### src/rtl/superfx_cache_pkg.sv
`default_nettype none
// ============================================================================
// Module      : superfx_cache_pkg
// Description : Shared definitions for the cache dirty-bit tracker: default
//               tracked block count and the write-back scan state encoding.
// Revision    : 1.0 - initial release
// ============================================================================
package superfx_cache_pkg;

   localparam int NUM_BLOCKS_DEFAULT = 32;

   typedef enum logic [1:0] {
      SCAN_IDLE    = 2'd0,
      SCAN_SEARCH  = 2'd1,
      SCAN_PRESENT = 2'd2,
      SCAN_DONE    = 2'd3
   } scan_state_e;

endpackage : superfx_cache_pkg
`default_nettype wire

### src/rtl/dirty_bit_tracker_sel_mux.sv
`default_nettype none
// ============================================================================
// Module      : dirty_sel_mux
// Description : NUM_BLOCKS-to-1 bit selector used to read one dirty bit out
//               of the registered dirty array.
// Revision    : 1.0 - initial release
// ============================================================================
module dirty_sel_mux
   import superfx_cache_pkg::*;
#(
   parameter int NUM_BLOCKS = NUM_BLOCKS_DEFAULT,
   parameter int IDX_W      = $clog2(NUM_BLOCKS)
) (
   input  logic [IDX_W-1:0]      sel_i,
   input  logic [NUM_BLOCKS-1:0] data_i,
   output logic                  data_o
);

   // NUM_BLOCKS is a power of two, so every selector value addresses a bit
   assign data_o = data_i[sel_i];

endmodule : dirty_sel_mux
`default_nettype wire

### src/rtl/dirty_bit_tracker.sv
`default_nettype none
// ============================================================================
// Module      : dirty_bit_tracker
// Description : Per-block dirty bit array for a write-back cache, with a
//               single-port query, an any-dirty summary and a sequential
//               write-back scan that presents each dirty block in index
//               order and clears it when the consumer acknowledges.
// Revision    : 1.0 - initial release
// ============================================================================
module dirty_bit_tracker
   import superfx_cache_pkg::*;
#(
   parameter int NUM_BLOCKS = NUM_BLOCKS_DEFAULT,
   parameter int IDX_W      = $clog2(NUM_BLOCKS)
) (
   input  logic             clk,
   input  logic             reset,
   input  logic             clear_all,
   input  logic             set_en,
   input  logic [IDX_W-1:0] set_index,
   input  logic             clr_en,
   input  logic [IDX_W-1:0] clr_index,
   input  logic [IDX_W-1:0] rd_index,
   output logic             rd_dirty,
   output logic             any_dirty,
   input  logic             scan_start,
   output logic             scan_busy,
   output logic             scan_valid,
   output logic [IDX_W-1:0] scan_index,
   input  logic             scan_ack,
   output logic             scan_done
);

   localparam logic [IDX_W-1:0] LAST_IDX = IDX_W'(NUM_BLOCKS - 1);

   logic [NUM_BLOCKS-1:0] dirty_q;
   logic [NUM_BLOCKS-1:0] dirty_d;
   scan_state_e           state_q;
   scan_state_e           state_d;
   logic [IDX_W-1:0]      ptr_q;
   logic [IDX_W-1:0]      ptr_d;

   logic                  w_ack_fire;
   logic [NUM_BLOCKS-1:0] w_set_vec;
   logic [NUM_BLOCKS-1:0] w_clr_vec;
   logic [NUM_BLOCKS-1:0] w_ack_vec;

   // One-hot decode of each write source into the dirty array
   assign w_set_vec = NUM_BLOCKS'(set_en)     << set_index;
   assign w_clr_vec = NUM_BLOCKS'(clr_en)     << clr_index;
   assign w_ack_vec = NUM_BLOCKS'(w_ack_fire) << ptr_q;

   // Dirty array next state: flush beats scan-ack clear beats set beats clear
   always_comb begin
      dirty_d = ((dirty_q & ~w_clr_vec) | w_set_vec) & ~w_ack_vec;
      if (clear_all) begin
         dirty_d = '0;
      end
   end

   // Scan FSM next state and outputs; ptr doubles as the presented index
   always_comb begin
      state_d    = state_q;
      ptr_d      = ptr_q;
      w_ack_fire = 1'b0;
      scan_valid = 1'b0;
      scan_done  = 1'b0;
      unique case (state_q)
         SCAN_IDLE: begin
            if (scan_start) begin
               ptr_d   = '0;
               state_d = SCAN_SEARCH;
            end
         end
         SCAN_SEARCH: begin
            if (dirty_q[ptr_q]) begin
               state_d = SCAN_PRESENT;
            end else if (ptr_q == LAST_IDX) begin
               state_d = SCAN_DONE;
            end else begin
               ptr_d = ptr_q + 1'b1;
            end
         end
         SCAN_PRESENT: begin
            scan_valid = 1'b1;
            if (scan_ack) begin
               w_ack_fire = 1'b1;
               if (ptr_q == LAST_IDX) begin
                  state_d = SCAN_DONE;
               end else begin
                  ptr_d   = ptr_q + 1'b1;
                  state_d = SCAN_SEARCH;
               end
            end
         end
         SCAN_DONE: begin
            scan_done = 1'b1;
            state_d   = SCAN_IDLE;
         end
         default: begin
            state_d = SCAN_IDLE;
         end
      endcase
   end

   // State registers; reset abandons any scan in flight without a done pulse
   always_ff @(posedge clk) begin
      if (reset) begin
         dirty_q <= '0;
         state_q <= SCAN_IDLE;
         ptr_q   <= '0;
      end else begin
         dirty_q <= dirty_d;
         state_q <= state_d;
         ptr_q   <= ptr_d;
      end
   end

   assign scan_busy  = (state_q != SCAN_IDLE);
   assign scan_index = ptr_q;
   assign any_dirty  = |dirty_q;

   dirty_sel_mux #(
      .NUM_BLOCKS (NUM_BLOCKS),
      .IDX_W      (IDX_W)
   ) u_rd_mux (
      .sel_i  (rd_index),
      .data_i (dirty_q),
      .data_o (rd_dirty)
   );

endmodule : dirty_bit_tracker
`default_nettype wire

### config.mk
export PLATFORM = sky130hd
export DESIGN_NAME = dirty_bit_tracker
export DESIGN_NICKNAME = d
export VERILOG_FILES = /design/src/rtl/superfx_cache_pkg.sv /design/src/rtl/dirty_bit_tracker_sel_mux.sv /design/src/rtl/dirty_bit_tracker.sv
export SDC_FILE = /design/constraint.sdc
export NUM_CORES = 1
export LEC_CHECK = 0
export ABC_AREA = 1
export CELL_PAD_IN_SITES_DETAIL_PLACEMENT = 0
export CELL_PAD_IN_SITES_GLOBAL_PLACEMENT = 2
export CORE_MARGIN = 2
export CORE_UTILIZATION = 33
export DETAILED_ROUTE_END_ITERATION = 10
export GPL_TIMING_DRIVEN = 0
export PLACE_DENSITY_LB_ADDON = 0.15
export SLEW_MARGIN = 20
export SYNTH_ARGS = -nofsm -noshare
export SYNTH_HDL_FRONTEND = slang
export SYNTH_SLANG_ARGS = --single-unit
### constraint.sdc
create_clock -name clk -period 2.5 [get_ports clk]
set_input_delay 0.625 -clock clk [delete_from_list [all_inputs] [get_ports clk]]
set_output_delay 0.625 -clock clk [all_outputs]
set_load 0.01 [all_outputs]
==> parameters.txt <==
Parameter                              Value

Clock tree
  Number of buffers added by the clock tree synthesis step    5
  Clock tree from TritonCTS    yes
  Count of hold buffers inserted by post-cts repair    0
  Clock latency of the later-clocked register in the worst-skew pair    0.30 ns
  Deepest clock path buffer count    2
  Count of clock tree sinks    39
  Count of buffers added by post-CTS timing repair for setup    0
  H-tree Lvls    2
  Clock-pin slew of the registers on the worst-case setup and hold paths    0.08 ns
  CTS Root Buffer Type    sky130_fd_sc_hd__clkbuf_8

Detailed routing
  Remaining DRCs    0
  Post-DR wirelength/cell    17.6 µm
  Final Routed Wirelength    11300 µm
  Violation count after the first detailed-routing iteration    257
  Routed via count    3549
  Post-route ant nets    0
  Vias per cell    5.51
  Pre-antenna DRT Iters    5

Place
  Number of input and output port buffers inserted    27
  Instance area after placement    0.00342 mm²
  Gpl congestion    0.881
  HPWL reported at the end of detailed placement    8970 µm

Global route
  Pin count of the biggest net entering global routing    13
  Global-route wire length before repair    17900 µm
  Overall global routing resource usage    0.231
  Total global routing overflow    0
  Number of antenna violations at the first check in global routing    0
  Number of global-route vias before repair    3291

Setup path
  Slowest CP cell    sky130_fd_sc_hd__clkdlybuf4s15_2
  Critical path class    input pin to output port
  Required time reported for the critical path endpoint    1.88 ns
  Crit-path cells    clkdlybuf4s15_2 > o21ai_0 > a21oi_1 > a21oi_1 > a21oi_1 > o21ai_0 > nand2_1 > nor2_1 > a31oi_1 > buf_2
  Startpoint types    input pin
  Biggest cell delay along the critical path    0.27 ns
  Worst EP arrival    1.77 ns
  Number of cell instances on the worst register-to-register path    10
  Type of destination of the critical path    output port
  Cell repeated most along the worst path    sky130_fd_sc_hd__a21oi_1
  Largest fanout of any net on the critical path    7

Synth
  Post-Syn Instances    502
  Cell types with the largest area share after synthesis    sky130_fd_sc_hd__dfxtp_1 (26%), sky130_fd_sc_hd__nand3_1 (10%), sky130_fd_sc_hd__nand2_1 (10%), sky130_fd_sc_hd__nor2_1 (8.7%), sky130_fd_sc_hd__o21ai_0 (6.5%)
  Largest area contributor in the netlist    sky130_fd_sc_hd__dfxtp_1
  Synthesized netlist net count    531
  Synthesized flop and latch total    39
  Area of the mapped netlist    0.00302 mm²
  Synth warn    0
  Mean area per synthesized cell    6.01 µm²
  Share of the synthesized area in the top cell type    0.259
  Register area share after synthesis    0.259
  Post-synthesis cell type count    28

Layout
  Number of diodes    0
  Design Area, Final    0.00356 mm²
  Final net count    565
  Area Growth Syn to Fin    18.0%
  Ratio of cells with drive above 1 in the final layout    0.0709
  Fill cell count    998
  Final core utilization    0.404

Status
  Status    finished clean

Worst hold path
  Hold Path Class    register to register
  Hold path cells    2

Timing
  Final hold violation count    0
  Setup repair after global routing missed its margin    no
  Final slew viol count    0
  Max-slew headroom at the worst pin    0.494
  Slew of the pin with the lowest slew margin    0.753 ns
  Maximum operating frequency    0.417 GHz
  Worst Clk Skew    0.00628 ns
  Crit path time final    2.40 ns
  Period utilization    0.958
  Number of endpoints failing setup at the final stage    0

Power and ir drop
  Part of the power in the clock network    0.233
  Reported net switching power    0.970 mW
  Pwr Density    648 mW/mm²
  Peak supply drop    0.220 mV
  Cell-internal power    1.34 mW
  Seq pwr share    0.306
  Leakage power    1.38 nW
  Switching Fraction    0.420
  Comb pwr share    0.461

Floorplan
  Standard-cell rows    34
  Count of boundary I/O pins    32
  Die H    99.6 µm
  Core Box Area    0.00881 mm²
  Full die area    0.00992 mm²
  Die Span X    99.6 µm
  Effective utilization at floorplan    0.343

Run
  Number of max-capacitance violations reported    0
cell type report:
cell class / instances / area, µm² / area share
multi-input cells: 376 / 1880 / 0.529
inverters: 58 / 223 / 0.0626
plain buffers: 29 / 165 / 0.0464
clock buffers: 5 / 68.8 / 0.0193
well taps: 108 / 135 / 0.0380
flip-flops and latches: 39 / 781 / 0.219
clock inverters: 2 / 37.5 / 0.0105
repair buffers: 27 / 267 / 0.0749
critical path: cells and delay by family:
| family | cells | cell delay (ns) |
|---|---|---|
| AND/OR/NAND/NOR | 2 | 0.11 |
| buffers and inverters | 2 | 0.42 |
| AO/OA/AOI/OAI | 6 | 0.61 |
metrics by stage:
step,worst slack (ns),hold WS (ns),setup TNS (ns),power [mW],std cells
2_1_floorplan,0.294,0.455,0,1.44,502
3_5_place_dp,-0.861,0.482,-0.861,1.78,637
5_1_grt,0.0179,0.532,0,2.48,644
4_1_cts,0.00996,0.494,0,2.31,644
3_3_place_gp,-0.870,0.471,-0.870,1.77,637
6_report,0.104,0.493,0,2.31,644
placed cells by master, fill, tap and decap left out, types with 2 or more instances in the layout:
| cell type | count |
|---|---|
| sky130_fd_sc_hd__a211oi_1 | 17 |
| sky130_fd_sc_hd__a21oi_1 | 30 |
| sky130_fd_sc_hd__a22oi_1 | 8 |
| sky130_fd_sc_hd__a31oi_1 | 5 |
| sky130_fd_sc_hd__buf_1 | 3 |
| sky130_fd_sc_hd__buf_2 | 5 |
| sky130_fd_sc_hd__buf_6 | 5 |
| sky130_fd_sc_hd__clkbuf_1 | 15 |
| sky130_fd_sc_hd__clkbuf_8 | 6 |
| sky130_fd_sc_hd__clkdlybuf4s50_1 | 22 |
| sky130_fd_sc_hd__clkinv_1 | 2 |
| sky130_fd_sc_hd__dfxtp_1 | 39 |
| sky130_fd_sc_hd__dlymetal6s2s_1 | 2 |
| sky130_fd_sc_hd__ha_1 | 7 |
| sky130_fd_sc_hd__inv_1 | 51 |
| sky130_fd_sc_hd__inv_2 | 3 |
| sky130_fd_sc_hd__inv_4 | 2 |
| sky130_fd_sc_hd__nand2_1 | 80 |
| sky130_fd_sc_hd__nand2_2 | 2 |
| sky130_fd_sc_hd__nand3_1 | 63 |
| sky130_fd_sc_hd__nand3_2 | 3 |
| sky130_fd_sc_hd__nand4_1 | 17 |
| sky130_fd_sc_hd__nor2_1 | 70 |
| sky130_fd_sc_hd__nor2_2 | 2 |
| sky130_fd_sc_hd__nor3_1 | 23 |
| sky130_fd_sc_hd__nor4_1 | 2 |
| sky130_fd_sc_hd__nor4_2 | 2 |
| sky130_fd_sc_hd__o21ai_0 | 30 |
| sky130_fd_sc_hd__o21ai_1 | 9 |
| sky130_fd_sc_hd__or2_2 | 3 |
layer usage:
metal / share of wire / routed length [µm] / GRT usage / vias to the layer above
met1: 0.48 / 5420 / 0.327 / 1654
met2: 0.44 / 4990 / 0.363 / 110
li1: - / - / - / 1772
met5: 0 / 0 / 0 / -
met3: 0.069 / 779 / 0.0541 / 13
met4: 0.011 / 123 / 0.0421 / 0
final timing paths:
check	from	endpoint	slack [ns]
max	rd_index[1]	rd_dirty	0.10
min	dirty_q[23]	dirty_q[23]	0.49
max reg2reg	scan_index[3]	scan_index[3]	0.44
min reg2reg	dirty_q[23]	dirty_q[23]	0.49
registers in the layout, summed over array words and instances (netlist names):
signal,cells
dirty_q,32
scan_index,5
state_q,2
what timing repair did:
item                                    4_1_cts  5_1_grt
resized for setup                            27        6
endpoints found under the setup margin        1        2
pin swaps                                     0        1
synthesized netlist by cell type (all sizes together):
library cell	number
buf	12
o211ai	1
nor3	23
a21oi	30
or2	4
nand3	66
a22oi	8
o21ai	39
clkbuf	17
and3	1
ha	7
nor4	4
nor2	72
nand2	82
clkinv	3
a211oi	17
dfxtp	39
inv	55
a31oi	5
nand4	17
power by group through the flow:
| stage | combinational, mW | clock, mW | sequential [mW] |
|---|---|---|---|
| 2_1_floorplan | 0.721 | 0 | 0.721 |
| 3_3_place_gp | 1.05 | 0 | 0.721 |
| 3_5_place_dp | 1.05 | 0 | 0.722 |
| 4_1_cts | 1.06 | 0.541 | 0.707 |
| 5_1_grt | 1.19 | 0.577 | 0.714 |
| 6_report | 1.06 | 0.538 | 0.707 |
cells by family after synthesis:
group                      after synthesis  share of synthesized area
DFF                                     39                      0.259
and+or+nand+nor                        269                      0.401
adders and majority gates                7                     0.0290
buffers and inverters                   87                      0.121
AOI/OAI and AO/OA                      100                      0.190
No activity file was read; power rests on OpenSTA's default activity.
